===== src/rtl/bin2bcd_pkg.sv =====
// Shared types and helpers for the sequential binary-to-BCD converter.
package bin2bcd_pkg;

    typedef enum logic [1:0] {
        IDLE  = 2'd0,
        SHIFT = 2'd1,
        DONE  = 2'd2
    } state_e;

    // ceil(bin_w * log10(2)), using log10(2) ~= 0.30103
    function automatic int min_digits(input int bin_w);
        return (bin_w * 30103 + 99999) / 100000;
    endfunction

endpackage


===== src/rtl/bin2bcd_digit.sv =====
// One double-dabble correction: add 3 to a BCD nibble holding 5 or more.
module bin2bcd_digit (
    input  logic [3:0] d_i,
    output logic [3:0] d_o
);

    assign d_o = (d_i >= 4'd5) ? d_i + 4'd3 : d_i;

endmodule


===== src/rtl/bin2bcd_seq.sv =====
// Sequential double-dabble converter, one operand bit per clock,
// with valid/ready on both sides and a sticky overflow flag.
module bin2bcd_seq
    import bin2bcd_pkg::*;
#(
    parameter int BIN_W  = 8,
    parameter int DIGITS = 3
) (
    input  logic                  clk,
    input  logic                  rst_n,
    input  logic                  in_valid,
    output logic                  in_ready,
    input  logic [BIN_W-1:0]      in_data,
    output logic                  out_valid,
    input  logic                  out_ready,
    output logic [4*DIGITS-1:0]   bcd_out,
    output logic                  overflow
);

    localparam int BW = 4 * DIGITS;
    localparam int CW = (BIN_W > 1) ? $clog2(BIN_W) : 1;
    localparam logic [CW-1:0] LAST = CW'(BIN_W - 1);

    state_e           state_q, state_d;
    logic [CW-1:0]    cnt_q, cnt_d;
    logic [BIN_W-1:0] opnd_q, opnd_d;
    logic [BW-1:0]    bcd_q, bcd_d;
    logic [BW-1:0]    bcd_adj;
    logic             ovf_q, ovf_d;
    logic [BW-1:0]    res_q, res_d;
    logic             res_ovf_q, res_ovf_d;
    logic             accept;

    for (genvar k = 0; k < DIGITS; k++) begin : g_dig
        bin2bcd_digit u_dig (
            .d_i (bcd_q[4*k +: 4]),
            .d_o (bcd_adj[4*k +: 4])
        );
    end

    assign in_ready  = (state_q == IDLE) ||
                       (state_q == DONE && out_ready);
    assign accept    = in_valid && in_ready;
    assign out_valid = (state_q == DONE);
    assign bcd_out   = res_q;
    assign overflow  = res_ovf_q;

    always_comb begin
        state_d   = state_q;
        cnt_d     = cnt_q;
        opnd_d    = opnd_q;
        bcd_d     = bcd_q;
        ovf_d     = ovf_q;
        res_d     = res_q;
        res_ovf_d = res_ovf_q;
        unique case (state_q)
            IDLE, DONE: begin
                if (accept) begin
                    opnd_d  = in_data;
                    bcd_d   = '0;
                    cnt_d   = '0;
                    ovf_d   = 1'b0;
                    state_d = SHIFT;
                end else if (state_q == DONE && out_ready) begin
                    state_d = IDLE;
                end
            end
            SHIFT: begin
                // Nibble MSB leaving the top digit is what gets lost on overflow
                {bcd_d, opnd_d} = {bcd_adj[BW-2:0], opnd_q, 1'b0};
                ovf_d = ovf_q | bcd_adj[BW-1];
                cnt_d = cnt_q + 1'b1;
                if (cnt_q == LAST) begin
                    state_d   = DONE;
                    res_d     = bcd_d;
                    res_ovf_d = ovf_d;
                end
            end
            default: state_d = IDLE;
        endcase
    end

    always_ff @(posedge clk or negedge rst_n) begin
        if (!rst_n) begin
            state_q   <= IDLE;
            cnt_q     <= '0;
            opnd_q    <= '0;
            bcd_q     <= '0;
            ovf_q     <= 1'b0;
            res_q     <= '0;
            res_ovf_q <= 1'b0;
        end else begin
            state_q   <= state_d;
            cnt_q     <= cnt_d;
            opnd_q    <= opnd_d;
            bcd_q     <= bcd_d;
            ovf_q     <= ovf_d;
            res_q     <= res_d;
            res_ovf_q <= res_ovf_d;
        end
    end

endmodule


===== config.mk =====
export PLATFORM = sky130hd
export DESIGN_NAME = bin2bcd_seq
export DESIGN_NICKNAME = d
export VERILOG_FILES = /design/src/rtl/bin2bcd_pkg.sv /design/src/rtl/bin2bcd_digit.sv /design/src/rtl/bin2bcd_seq.sv
export SDC_FILE = /design/constraint.sdc
export NUM_CORES = 1
export LEC_CHECK = 0
export BUFFER_PORTS_ARGS = -buffer_cell sky130_fd_sc_hd__buf_2
export CAP_MARGIN = 10
export CELL_PAD_IN_SITES_DETAIL_PLACEMENT = 2
export CELL_PAD_IN_SITES_GLOBAL_PLACEMENT = 2
export CORE_ASPECT_RATIO = 0.6
export CORE_MARGIN = 3
export CORE_UTILIZATION = 32
export DETAILED_ROUTE_END_ITERATION = 7
export PLACE_DENSITY_LB_ADDON = 0.15
export SYNTH_ARGS = -nofsm -noshare
export SYNTH_HDL_FRONTEND = slang
export SYNTH_HIERARCHICAL = 1
export SYNTH_SLANG_ARGS = --single-unit

===== constraint.sdc =====
create_clock -name clk -period 1.9 [get_ports clk]
set_clock_uncertainty 0.2 [all_clocks]
set_input_delay 0.57 -clock clk [delete_from_list [all_inputs] [get_ports clk]]
set_output_delay 0.57 -clock clk [all_outputs]
set_load 0.005 [all_outputs]

==> results list <==
- Setup repair after global routing could not meet its margin everywhere.
- Clock tree synthesis found a total of 39 sinks.
* Number of instances in the synthesized netlist: a little over 200
- Smallest setup slack after layout: between 40 and 50 ps
* DIE HEIGHT: 66.73 µm
* Worst-path fanout max: 2
- Number of buffers inserted by hold repair at cts: 0
- The initialized floorplan defines 21 standard-cell rows.
- Primary flip-flop cell chosen by synthesis mapping: dfrtp_1
- Counting I/O delays and the setup requirement, the final critical path takes 1857 ps.
- Ratio of total power to cell area: approximately 1700 nW/µm²
* Overall fraction of global-route tracks in use: 0.1517
* Yosys cell types: 23
* Number of enable flip-flop cells after synthesis: 0
- Dominant cells by area after synthesis: dfrtp_1, nand2_1, mux2_2
- Inst Count DP: between 300 and 400
- The internal power of the cells totals about 2.4 mW.
* Cell taking the most area after synthesis: dfrtp_1
- Number of buffers on the longest clock path: 2
- Share of final-layout standard cells stronger than drive strength 1: 0.2857
- Element type at the critical path start: primary input
- The floorplan step defined a die boundary enclosing between 7000 and 8000 µm².
* Slew of the pin with the lowest slew margin: 569.8 ps
- Static timing analysis puts the maximum clock frequency at around 540 MHz.
- Post-synthesis sequential area ratio: 0.4962
- Switching power: about 1.6 mW
- HP Class: primary input to async pin
* Placeable core region: between 5000 and 6000 µm²
- Reg2reg path depth: 6
- Syn_area_per_cell: approximately 9.6 µm²
- Entering global routing, the biggest net connects 40 pins.
* Maximum Capacitance Violations: 0
- After synthesis the netlist holds a flip-flop and latch count of 39.
- Clock-pin slew was measured on the worst setup and hold paths at 70 ps.
- The first TritonRoute pass finished after 4 iterations.
- Power share of the sequential group: 0.375
- Yosys printed 6 warnings.
- For this run, asynchronously set or reset flops after synthesis account for 1.000.
- The number of antenna violations at the first check in global routing came to 0.
- Filler instances: approximately 640
* Estimated wirelength of the detail-placed design: roughly 3.6 mm
* Via count: 1512
- Die boundary width: about 110 µm
- Post-route cell area: ~2300 µm²
* Part of the power in the clock network: 0.152
* Port bufs: 26
- In this run the tightest slew margin relative to its limit is 0.6201.
- The final layout contains ~260 nets.
- Of the total power, combinational logic draws 0.473.
* Area added between synthesis and finish: 19.34%
* Post-route fraction of the period consumed by the critical path: 0.9776
- In this run, the number of DRC markers left after iteration 0 of detailed routing was 45.
* P_leak: roughly 1.1 nW
* Final Max Tran Viols: 0
- The repair_antennas step left the layout with diodes totalling 0.
* Final Routed Wirelength: 4.893 mm
- In the routed design, unresolved DRC markers number 0.
- Arrival time reported for the critical path endpoint: between 1000 and 1500 ps
- GRT overflow: 0
* H-tree depth reported by CTS: 2
* Most common cell type on the critical path: buf_2
* Residual antenna-violating net count after detailed routing: 0
* Nets in the synthesized netlist: around 220
- Number of failing hold endpoints at the final stage: 0
* Clock buffers created by TritonCTS: 5
- Routability-driven placement congestion ratio: approximately 0.74
* Count of placed standard cells in the final layout, fillers left out: roughly 320
* Number of vias per cell after detailed routing: roughly 4.8
- Switching fraction of total power: 0.4031
- Global-route wire length before repair: ~8.5 mm
* Critical path capture point type: output port
- Peak ir drop on the vdd network: roughly 0.38 mV
- Post-place setup slack: between 20 and 30 ps
- In this run the cell area measured after placement is about 2200 µm².
- The largest individual stage delay along the critical path comes from the cell nand2b_1.
- Setup violations remaining at the end of the flow were counted as 0.
- The share of synthesized area in the top cell type comes to 0.4962.
- Clock Latency Late Sink: between 200 and 300 ps
- IO Pins: 27
* Post-synthesis instance area: slightly below 2000 µm²
* CP Cell Sequence: buf_2, nand2b_1, nor2b_1, buf_2
- Clock tree synthesis selected as its root buffer the cell clkbuf_8.
- Routed wire per std cell: 15.39 µm
- Initial core utilization: 0.3418
- Via count of the first global-routing pass: approximately 1.7k
- TritonCTS built the clock tree.
* Type of the worst setup path: primary input to output port
- Data on the critical path is required at its endpoint by around 1100 ps.
* Outcome: completed
- In this design, the stage delay of the slowest critical-path cell is ~150 ps.
## through the flow
step                setup TNS (ps)  hold slack [ps]  power (mW)  utilization
floorplan                        0            74.41       2.741            -
global placement                 0            268.3       3.213       0.3844
detailed placement               0            287.0       3.393       0.3844
CTS                              0            46.10       4.021       0.4018
global route                -12.02            43.76       4.462       0.4079
finish                           0            41.37       4.033       0.4079
## flip-flops by register name, indices dropped and copies added, names as in the netlist
register	count
ovf_q	1
opnd_q	8
bcd_q	12
cnt_q	3
overflow	1
state_q	2
bcd_out	12
## per-layer routing
metal / global-route usage / part of all wire / wire length, µm / vias to the layer above
li1: - / - / - / 738
met2: 0.2516 / 0.47 / 2297 / 25
met3: 0.03291 / 0.032 / 157 / 4
met5: 0 / 0 / 0 / -
met1: 0.2025 / 0.49 / 2388 / 745
met4: 0.03828 / 0.010 / 50 / 0
## final timing paths
| path | slack, ps | end | from |
|---|---|---|---|
| setup / recovery | 40 | in_ready | out_ready |
| hold / removal | 40 | bcd_q[2] | rst_n |
| setup reg to reg | 100 | bcd_out[10] | bcd_q[8] |
| hold reg to reg | 300 | opnd_q[5] | opnd_q[4] |
| max in group asynchronous | 1240 | state_q[0] | rst_n |
| min in group clk | 300 | opnd_q[5] | opnd_q[4] |
## placed cells by master, fill, tap and decap left out, drive strengths merged
| cell | synthesis | final |
|---|---|---|
| a21oi | 4 | 4 |
| and2 | 1 | 1 |
| buf | 9 | 37 |
| clkbuf | 2 | 8 |
| dfrtp | 39 | 39 |
| ha | 8 | 8 |
| inv | 7 | 7 |
| mux2 | 12 | 12 |
| mux2i | 3 | 3 |
| nand2 | 57 | 57 |
| nand2b | 10 | 10 |
| nand3 | 8 | 8 |
| nand3b | 1 | 1 |
| nor2 | 5 | 5 |
| nor2b | 3 | 3 |
| o211ai | 7 | 7 |
| o21ai | 24 | 24 |
| o21bai | 1 | 1 |
| xnor2 | 3 | 3 |
## repair_timing
| action | CTS | global route |
|---|---|---|
| resized for setup | 0 | 7 |
| setup buffers | 0 | 2 |
| endpoints found under the setup margin | 0 | 7 |
## synthesized netlist by cell type, types with 4 or more instances
cell,number
o21ai_0,5
o211ai_1,5
dfrtp_1,39
o21ai_1,19
mux2_2,12
buf_2,5
nand3_1,8
inv_1,7
buf_6,4
nand2_1,57
ha_1,8
nor2_1,5
nand2b_1,10
## worst max-delay path, delay by kind of cell
family,cells,cell delay (ps)
simple gates,2,290
buf+inv,2,230
## layout make-up
class / count / area, µm² / share of cell area
clock buffers: 8 / 100.1 / 0.04264
inverters: 7 / 26.28 / 0.01119
multi-input cells: 147 / 904.6 / 0.3854
flip-flops and latches: 39 / 978.4 / 0.4168
well taps: 80 / 100.1 / 0.04264
repair buffers: 37 / 237.7 / 0.1013
## power groups by stage
stage	combinational [mW]	sequential (mW)	clock (mW)
floorplan	1.28	1.46	0
CTS	1.88	1.51	0.634
detailed placement	1.87	1.52	0
finish	1.91	1.51	0.613
global placement	1.73	1.48	0
global route	2.20	1.58	0.673
## kinds of logic (layout without fill, tap and decap cells)
logic type | after synthesis | after routing | share of synthesized area
AO/OA/AOI/OAI | 36 | 36 | 0.1126
XOR/XNOR | 3 | 3 | 0.01336
adder cells (fa/ha/maj) | 8 | 8 | 0.05089
buffers and inverters | 18 | 52 | 0.05280
flip-flops | 39 | 39 | 0.4962
multiplexers | 15 | 15 | 0.08397
AND/OR/NAND/NOR | 85 | 85 | 0.1902
(Power assumes the default switching activity.)
